**config.mk**
```make
export PLATFORM = sky130hd
export DESIGN_NAME = key_schedule_ctrl
export DESIGN_NICKNAME = d
export VERILOG_FILES = /design/src/rtl/key_schedule_ctrl.sv
export SDC_FILE = /design/constraint.sdc
export NUM_CORES = 2
export LEC_CHECK = 0
export BUFFER_PORTS_ARGS = -buffer_cell sky130_fd_sc_hd__buf_2
export CELL_PAD_IN_SITES_DETAIL_PLACEMENT = 2
export CELL_PAD_IN_SITES_GLOBAL_PLACEMENT = 2
export CORE_MARGIN = 2
export CORE_UTILIZATION = 33
export DETAILED_ROUTE_END_ITERATION = 7
export PLACE_DENSITY = 0.59
export REMOVE_ABC_BUFFERS = 1
export SETUP_SLACK_MARGIN = 0.5
export SYNTH_ARGS = -nofsm -noshare
export SYNTH_HDL_FRONTEND = slang
export SYNTH_SLANG_ARGS = --single-unit
export TNS_END_PERCENT = 5
```
**constraint.sdc**
```tcl
create_clock -name clk -period 5.6 [get_ports clk]
set_clock_uncertainty 0.05 [all_clocks]
set_input_delay 1.4 -clock clk [delete_from_list [all_inputs] [get_ports clk]]
set_output_delay 1.4 -clock clk [all_outputs]
set_load 0.1 [all_outputs]
```
**src/rtl/key_schedule_ctrl.sv**
```systemverilog
// rtl/key_schedule_ctrl.sv - AES-128/192/256 key expansion sequencer and round-key server
//
// Expands one 32-bit schedule word per clock into internal storage, then answers
// round-key requests with {w[4r], w[4r+1], w[4r+2], w[4r+3]}. The SubWord S-box bank
// is external and combinational: sub_word_i must equal SubWord(sub_word_o) in the same cycle.
//
// Optional build macro: KEYSCHED_ZEROIZE_EN (adds zeroize port and WIPE state).
//
// Ports:
//   clk, rst_n          clock (rising edge), synchronous active-low reset
//   key_valid/key_ready key load handshake; key_len 00=128 01=192 10=256 11=illegal
//   key[255:0]          key, word0 in key[255:224]
//   sub_word_o/i        shared SubWord port (out to S-box bank, back same cycle)
//   busy, done, nr      expansion in progress, completion pulse, round count of loaded key
//   rk_req, rk_idx      round-key request and round index
//   rk_valid, rk        round-key pulse and 128-bit round key
//   err                 pulse on illegal key_len or rk_idx > nr
//   zeroize             storage wipe request (KEYSCHED_ZEROIZE_EN only)

module key_schedule_ctrl #(
   parameter int MAX_WORDS = 60,
   parameter int WORD_W    = 32
) (
   input  logic              clk,
   input  logic              rst_n,
   input  logic              key_valid,
   output logic              key_ready,
   input  logic [1:0]        key_len,
   input  logic [255:0]      key,
   output logic [WORD_W-1:0] sub_word_o,
   input  logic [WORD_W-1:0] sub_word_i,
   output logic              busy,
   output logic              done,
   output logic [3:0]        nr,
   input  logic              rk_req,
   input  logic [3:0]        rk_idx,
   output logic              rk_valid,
   output logic [127:0]      rk,
`ifdef KEYSCHED_ZEROIZE_EN
   input  logic              zeroize,
`endif
   output logic              err
);

   typedef enum logic [1:0] {
      S_IDLE   = 2'd0,
      S_EXPAND = 2'd1,
      S_READY  = 2'd2
`ifdef KEYSCHED_ZEROIZE_EN
      , S_WIPE = 2'd3
`endif
   } state_t;

   state_t state_q, state_d;

   logic [WORD_W-1:0] w_mem [MAX_WORDS];

   logic [5:0]  widx;      // index of the word written this cycle
   logic [3:0]  jcnt;      // widx mod Nk, kept as a wrapping counter
   logic [3:0]  nk_q;
   logic [3:0]  nr_q;
   logic [5:0]  last_q;    // index of the final schedule word
   logic [7:0]  rcon_q;
   logic [7:0]  rcon_next;

   logic [3:0]  nk_new, nr_new;
   logic [5:0]  last_new;

   logic        zero_req;
   logic        accept, load_ok, load_bad, rk_take;
   logic [5:0]  rk_base;

   logic [WORD_W-1:0] prev_w, old_w, temp_w, new_w;

`ifdef KEYSCHED_ZEROIZE_EN
   logic [3:0]  wipe_cnt;
   assign zero_req = zeroize;
`else
   assign zero_req = 1'b0;
`endif

   // Handshake and request qualification
   assign key_ready = rst_n & ~zero_req & ((state_q == S_IDLE) | (state_q == S_READY));
   assign accept    = key_valid & key_ready;
   assign load_ok   = accept & (key_len != 2'b11);
   assign load_bad  = accept & (key_len == 2'b11);
   // A key load in the same cycle takes priority and drops the round-key request.
   assign rk_take   = (state_q == S_READY) & rk_req & ~accept & ~zero_req;
   assign rk_base   = {rk_idx, 2'b00};

`ifdef KEYSCHED_ZEROIZE_EN
   assign busy = (state_q == S_EXPAND) | (state_q == S_WIPE);
`else
   assign busy = (state_q == S_EXPAND);
`endif

   always_comb begin
      nk_new   = 4'd4;
      nr_new   = 4'd10;
      last_new = 6'd43;
      case (key_len)
         2'b01: begin nk_new = 4'd6; nr_new = 4'd12; last_new = 6'd51; end
         2'b10: begin nk_new = 4'd8; nr_new = 4'd14; last_new = 6'd59; end
         default: ;
      endcase
   end

   assign rcon_next = {rcon_q[6:0], 1'b0} ^ (rcon_q[7] ? 8'h1b : 8'h00);

   // Expansion datapath: w[i] = w[i-Nk] ^ temp, prev = w[i-1]
   assign prev_w = w_mem[widx - 6'd1];
   assign old_w  = w_mem[widx - {2'b00, nk_q}];

   // The S-box request path is kept separate from the result path so the
   // external combinational loop through the S-box bank stays acyclic.
   always_comb begin
      sub_word_o = prev_w;
      if (jcnt == 4'd0)
         sub_word_o = {prev_w[23:0], prev_w[31:24]};
   end

   always_comb begin
      temp_w = prev_w;
      if (jcnt == 4'd0)
         temp_w = sub_word_i ^ {rcon_q, 24'h000000};
      else if ((nk_q == 4'd8) && (jcnt == 4'd4))
         temp_w = sub_word_i;
      new_w = old_w ^ temp_w;
   end

   // FSM
   always_ff @(posedge clk) begin
      if (!rst_n) state_q <= S_IDLE;
      else        state_q <= state_d;
   end

   always_comb begin
      state_d = state_q;
      case (state_q)
         S_IDLE, S_READY: if (load_ok) state_d = S_EXPAND;
         S_EXPAND:        if (widx == last_q) state_d = S_READY;
`ifdef KEYSCHED_ZEROIZE_EN
         S_WIPE:          if (wipe_cnt == 4'd14) state_d = S_IDLE;
`endif
         default:         state_d = S_IDLE;
      endcase
`ifdef KEYSCHED_ZEROIZE_EN
      if (zero_req) state_d = S_WIPE;
`endif
   end

   // Control registers and outputs
   always_ff @(posedge clk) begin
      if (!rst_n) begin
         done     <= 1'b0;
         rk_valid <= 1'b0;
         err      <= 1'b0;
         nr       <= 4'd0;
         rk       <= '0;
         widx     <= 6'd0;
         jcnt     <= 4'd0;
         nk_q     <= 4'd0;
         nr_q     <= 4'd0;
         last_q   <= 6'd0;
         rcon_q   <= 8'd0;
`ifdef KEYSCHED_ZEROIZE_EN
         wipe_cnt <= 4'd0;
`endif
      end else begin
         done     <= 1'b0;
         rk_valid <= 1'b0;
         err      <= 1'b0;
         if (zero_req) begin
            rk <= '0;
            nr <= 4'd0;
`ifdef KEYSCHED_ZEROIZE_EN
            wipe_cnt <= 4'd0;
`endif
         end else begin
            case (state_q)
               S_IDLE, S_READY: begin
                  if (load_ok) begin
                     nk_q   <= nk_new;
                     nr_q   <= nr_new;
                     last_q <= last_new;
                     widx   <= {2'b00, nk_new};
                     jcnt   <= 4'd0;
                     rcon_q <= 8'h01;
                     nr     <= 4'd0;
                  end else if (load_bad) begin
                     err <= 1'b1;
                  end else if (rk_take) begin
                     if (rk_idx <= nr) begin
                        rk       <= {w_mem[rk_base], w_mem[rk_base + 6'd1],
                                     w_mem[rk_base + 6'd2], w_mem[rk_base + 6'd3]};
                        rk_valid <= 1'b1;
                     end else begin
                        err <= 1'b1;
                     end
                  end
               end
               S_EXPAND: begin
                  widx <= widx + 6'd1;
                  jcnt <= (jcnt == nk_q - 4'd1) ? 4'd0 : jcnt + 4'd1;
                  if (jcnt == 4'd0) rcon_q <= rcon_next;
                  if (widx == last_q) begin
                     done <= 1'b1;
                     nr   <= nr_q;
                  end
               end
`ifdef KEYSCHED_ZEROIZE_EN
               S_WIPE: wipe_cnt <= wipe_cnt + 4'd1;
`endif
               default: ;
            endcase
         end
      end
   end

   // Word storage; deliberately not reset
   always_ff @(posedge clk) begin
      if (rst_n) begin
         if (load_ok) begin
            for (int n = 0; n < 8; n++)
               if (n < int'(nk_new)) w_mem[n] <= key[255-32*n -: 32];
         end else if (state_q == S_EXPAND) begin
            w_mem[widx] <= new_w;
         end
`ifdef KEYSCHED_ZEROIZE_EN
         else if (state_q == S_WIPE && !zero_req) begin
            for (int n = 0; n < 4; n++)
               w_mem[{wipe_cnt, 2'b00} + 6'(n)] <= '0;
         end
`endif
      end
   end

endmodule

```
==> out/qor.csv <==
metric,value,unit
status,"finished, violations left",
violated checks,negative setup slack,
Final Instance Area,0.151,mm²
M2 GR Usage,0.514,
Tightest Pin Transition,1.17,ns
pre-CTS WS,-0.667,ns
Reg power frac,0.341,
Routed Antenna Nets,0,
gr busiest metal,met2,
Crit Path Max Fanout,6,
HPWL after DPL,432,mm
post-synthesis sequential area ratio,0.525,
relative slew slack,0.215,
worst path cell trace,buf_6 > or4_4 > buf_12 > nor3_4 > buf_6 > nor3_4 > a32o_1 > or4_4 > o21ai_4 > buf_6 > buf_12,
vias in the first global route,94100,
Die Y,615,µm
DR WL/cell,49.2,µm
largest family of logic cells by synthesized area,multiplexers,
Inst Count DP,13000,
Setup crit start,widx[0]$_SDFFE_PN0P_,
RSZ-0062 raised after global routing,true,
Starting Density,0.331,
met3 global-route usage,0.102,
first drt pass iteration count,5,
critical setup path kind,reg2out,
clk_lat worst skew,0.97,ns
drt total wl,679,mm
XOR/XNOR Fraction of Synth Area,0.00526,
max-cap viol count,0,
P_int,40.5,mW
Pwr Density,419,mW/mm²
setup violators final,22,
Final Worst Setup Slack,-0.170,ns
reg2reg end,w_mem[27][18]$_DFFE_PP_,
area grow syn2layout,22.4,%
"EDFF count, synth",2048,
kind of end point of the critical path,output pin,
Clk pwr share,0.302,
simple-gate share of the synthesized area,0.0549,
Hold Crit Class,reg2reg,
Ys Warns,0,
ys async rst share,0,
Slew Limit Fails,0,
Main synth FF type,edfxtp_1,
initial DRC count,15000,
count of input and output buffers,465,
slowest CP cell,or4_4,
Via density,6.89,
syn_area_per_cell,16.1,µm²
crit path to,sub_word_o[18],
post-route insts no fill,13800,
post-synthesis mux area share,0.314,
htree depth,5,
Site Rows,224,
clock transition at the registers of the reported paths,0.07,ns
Layout Nets,8917,
combinational power share,0.357,
cts bufs inserted,276,
Sw Pwr,22.7,mW
leakage power total,49.6,nW
Final Hold Viols,0,
routability cong.,0.935,
Synth Area in Adders,0.00189,
Sw Ratio,0.359,
drt drc,0,
Synth Area in Compound Gates,0.0637,
DR vias,95200,
period utilization,1.03,
CP most frequent cell,buf_6,
synth unique cells,104,
Total Routing Usage GR,0.348,
Core Area,0.372,mm²
first-pass GRT wire length,896,mm
Die Area,0.378,mm²
VDD IR max,0.508,mV
total gr overflow,0,
die width,615,µm
GR Util met1,0.458,
R2R Setup Slk,0.41,ns
"commonest cells after routing, fill and taps aside","2048 x edfxtp_1, 1393 x mux4_2, 871 x nand2_1, 553 x buf_4, 428 x buf_2",
Post-DP Area,0.135,mm²
worst hold margin,0.413,ns
Worst Path Required,4.15,ns
cells on worst reg2reg path,19,
Worst R2R Start,widx[1]$_SDFFE_PN0P_,
root buf cell,clkbuf_16,
Bufs on Longest Clock Path,4,
CTS tree,yes,
Fill cells,35600,
# IOs,467,
initial antenna violation count,60,
pin count of the biggest net entering global routing,137,
fmax,173,MHz
CP startpoint kind,flop,
"leading cell type in the layout, fill and taps excluded",edfxtp_1,
Sink Count,2208,
Synth Instances,7646,
Synth Register Bits,2208,
Worst path max stage delay,0.68,ns
share of layout cells above drive strength 1,0.414,
"Data arrival, critical path",4.32,ns
clock period minus worst slack,5.77,ns
synthesized cell area,0.123,mm²
-- synth_stat cells (35+ instances only) --
master	number	share of area
nor2_1	204	0.0062
o21ai_0	182	0.0074
a21oi_1	119	0.0048
mux2i_1	442	0.036
a31oi_1	43	0.0022
buf_1	57	0.0017
a22oi_1	65	0.0040
a211oi_1	61	0.0037
edfxtp_1	2048	0.50
a21boi_0	126	0.0077
buf_4	75	0.0046
a221oi_1	122	0.0087
nand2_1	901	0.027
buf_6	62	0.0057
o21ai_1	119	0.0048
nor2b_1	47	0.0024
clkbuf_1	295	0.0090
inv_1	41	0.0012
mux2_2	81	0.0074
dfxtp_1	160	0.026
a32oi_1	36	0.0026
nand3_1	143	0.0058
o22ai_1	35	0.0018
nor3_1	70	0.0028
buf_2	137	0.0056
mux4_2	1389	0.25
mux4_1	64	0.014
-- power groups by stage --
stage / clock network, mW / registers [mW] / logic (mW)
floorplan: 0 / 22.2 / 12.3
detailed placement: 0 / 21.9 / 19.2
finish: 19.0 / 21.6 / 22.5
global placement: 0 / 21.9 / 18.8
global route: 19.8 / 21.6 / 23.1
CTS: 19.2 / 21.6 / 21.3
-- layer usage --
metal / wire length [µm] / up-vias
met5: 238 / -
met1: 255000 / 51900
met2: 296000 / 7492
li1: - / 34000
met4: 46000 / 30
met3: 81600 / 1759
-- critical path: cells and delay by family, from the launching register on --
kind                   cells  cell delay [ns]
AOI/OAI and AO/OA          2             0.59
buffers and inverters      5             0.80
DFF                        1             0.41
and+or+nand+nor            4             1.54
-- how the worst min path moves through the flow --
stage	from	to	slack, ns	depth (start not counted)
floorplan	nk_q[3]$_SDFFE_PN0P_	nk_q[3]$_SDFFE_PN0P_	0.39	2
global placement	rk[87]$_SDFFE_PN0P_	rk[87]$_SDFFE_PN0P_	0.40	2
detailed placement	rk[62]$_SDFFE_PN0P_	rk[62]$_SDFFE_PN0P_	0.41	2
CTS	rk[62]$_SDFFE_PN0P_	rk[62]$_SDFFE_PN0P_	0.42	2
global route	rk[13]$_SDFFE_PN0P_	rk[13]$_SDFFE_PN0P_	0.44	2
finish	rk[62]$_SDFFE_PN0P_	rk[62]$_SDFFE_PN0P_	0.41	2
-- sequential cells by signal, indices dropped and copies added (netlist names) --
signal,count
last_q,1
nr_q,2
rk,128
w_mem,2048
widx,6
done,1
rcon_q,8
rk_valid,1
jcnt,4
nr,3
nk_q,3
err,1
state_q,2
-- layout make-up --
type / count / area, µm² / share of cell area
antenna: 23 / 57.6 / 0.000382
clock buffer: 331 / 7350 / 0.0488
clock inverter: 165 / 1920 / 0.0127
inverter: 43 / 169 / 0.00112
multi-input combinational: 4713 / 56600 / 0.375
sequential: 2208 / 64700 / 0.429
tap: 4972 / 6220 / 0.0412
timing repair buffer: 1359 / 13800 / 0.0915
-- kinds of logic after synthesis --
group	Yosys count
compound gates	1105
simple gates	1542
mux	1997
other cells	1
fa+ha+maj	18
buf+inv	725
xor+xnor	50
flops	2208
-- timing repair --
item,4_1_cts,5_1_grt
endpoints found under the hold margin,0,0
hold buffers,0,0
resized for setup,395,175
pin swaps,58,76
gates cloned,37,15
endpoints found under the setup margin,864,483
setup buffers,145,84
-- metrics by stage --
step | TNS (ns) | utilization | total power, mW
after floorplan | - | - | 34.5
after global placement | -2.18 | 0.364 | 40.7
after detailed placement | -2.21 | 0.364 | 41.1
after CTS | -1.02 | 0.400 | 62.0
after global routing | -2.61 | 0.405 | 64.4
final | -1.80 | 0.406 | 63.2
Note: power is estimated with default switching activity, not from simulation.
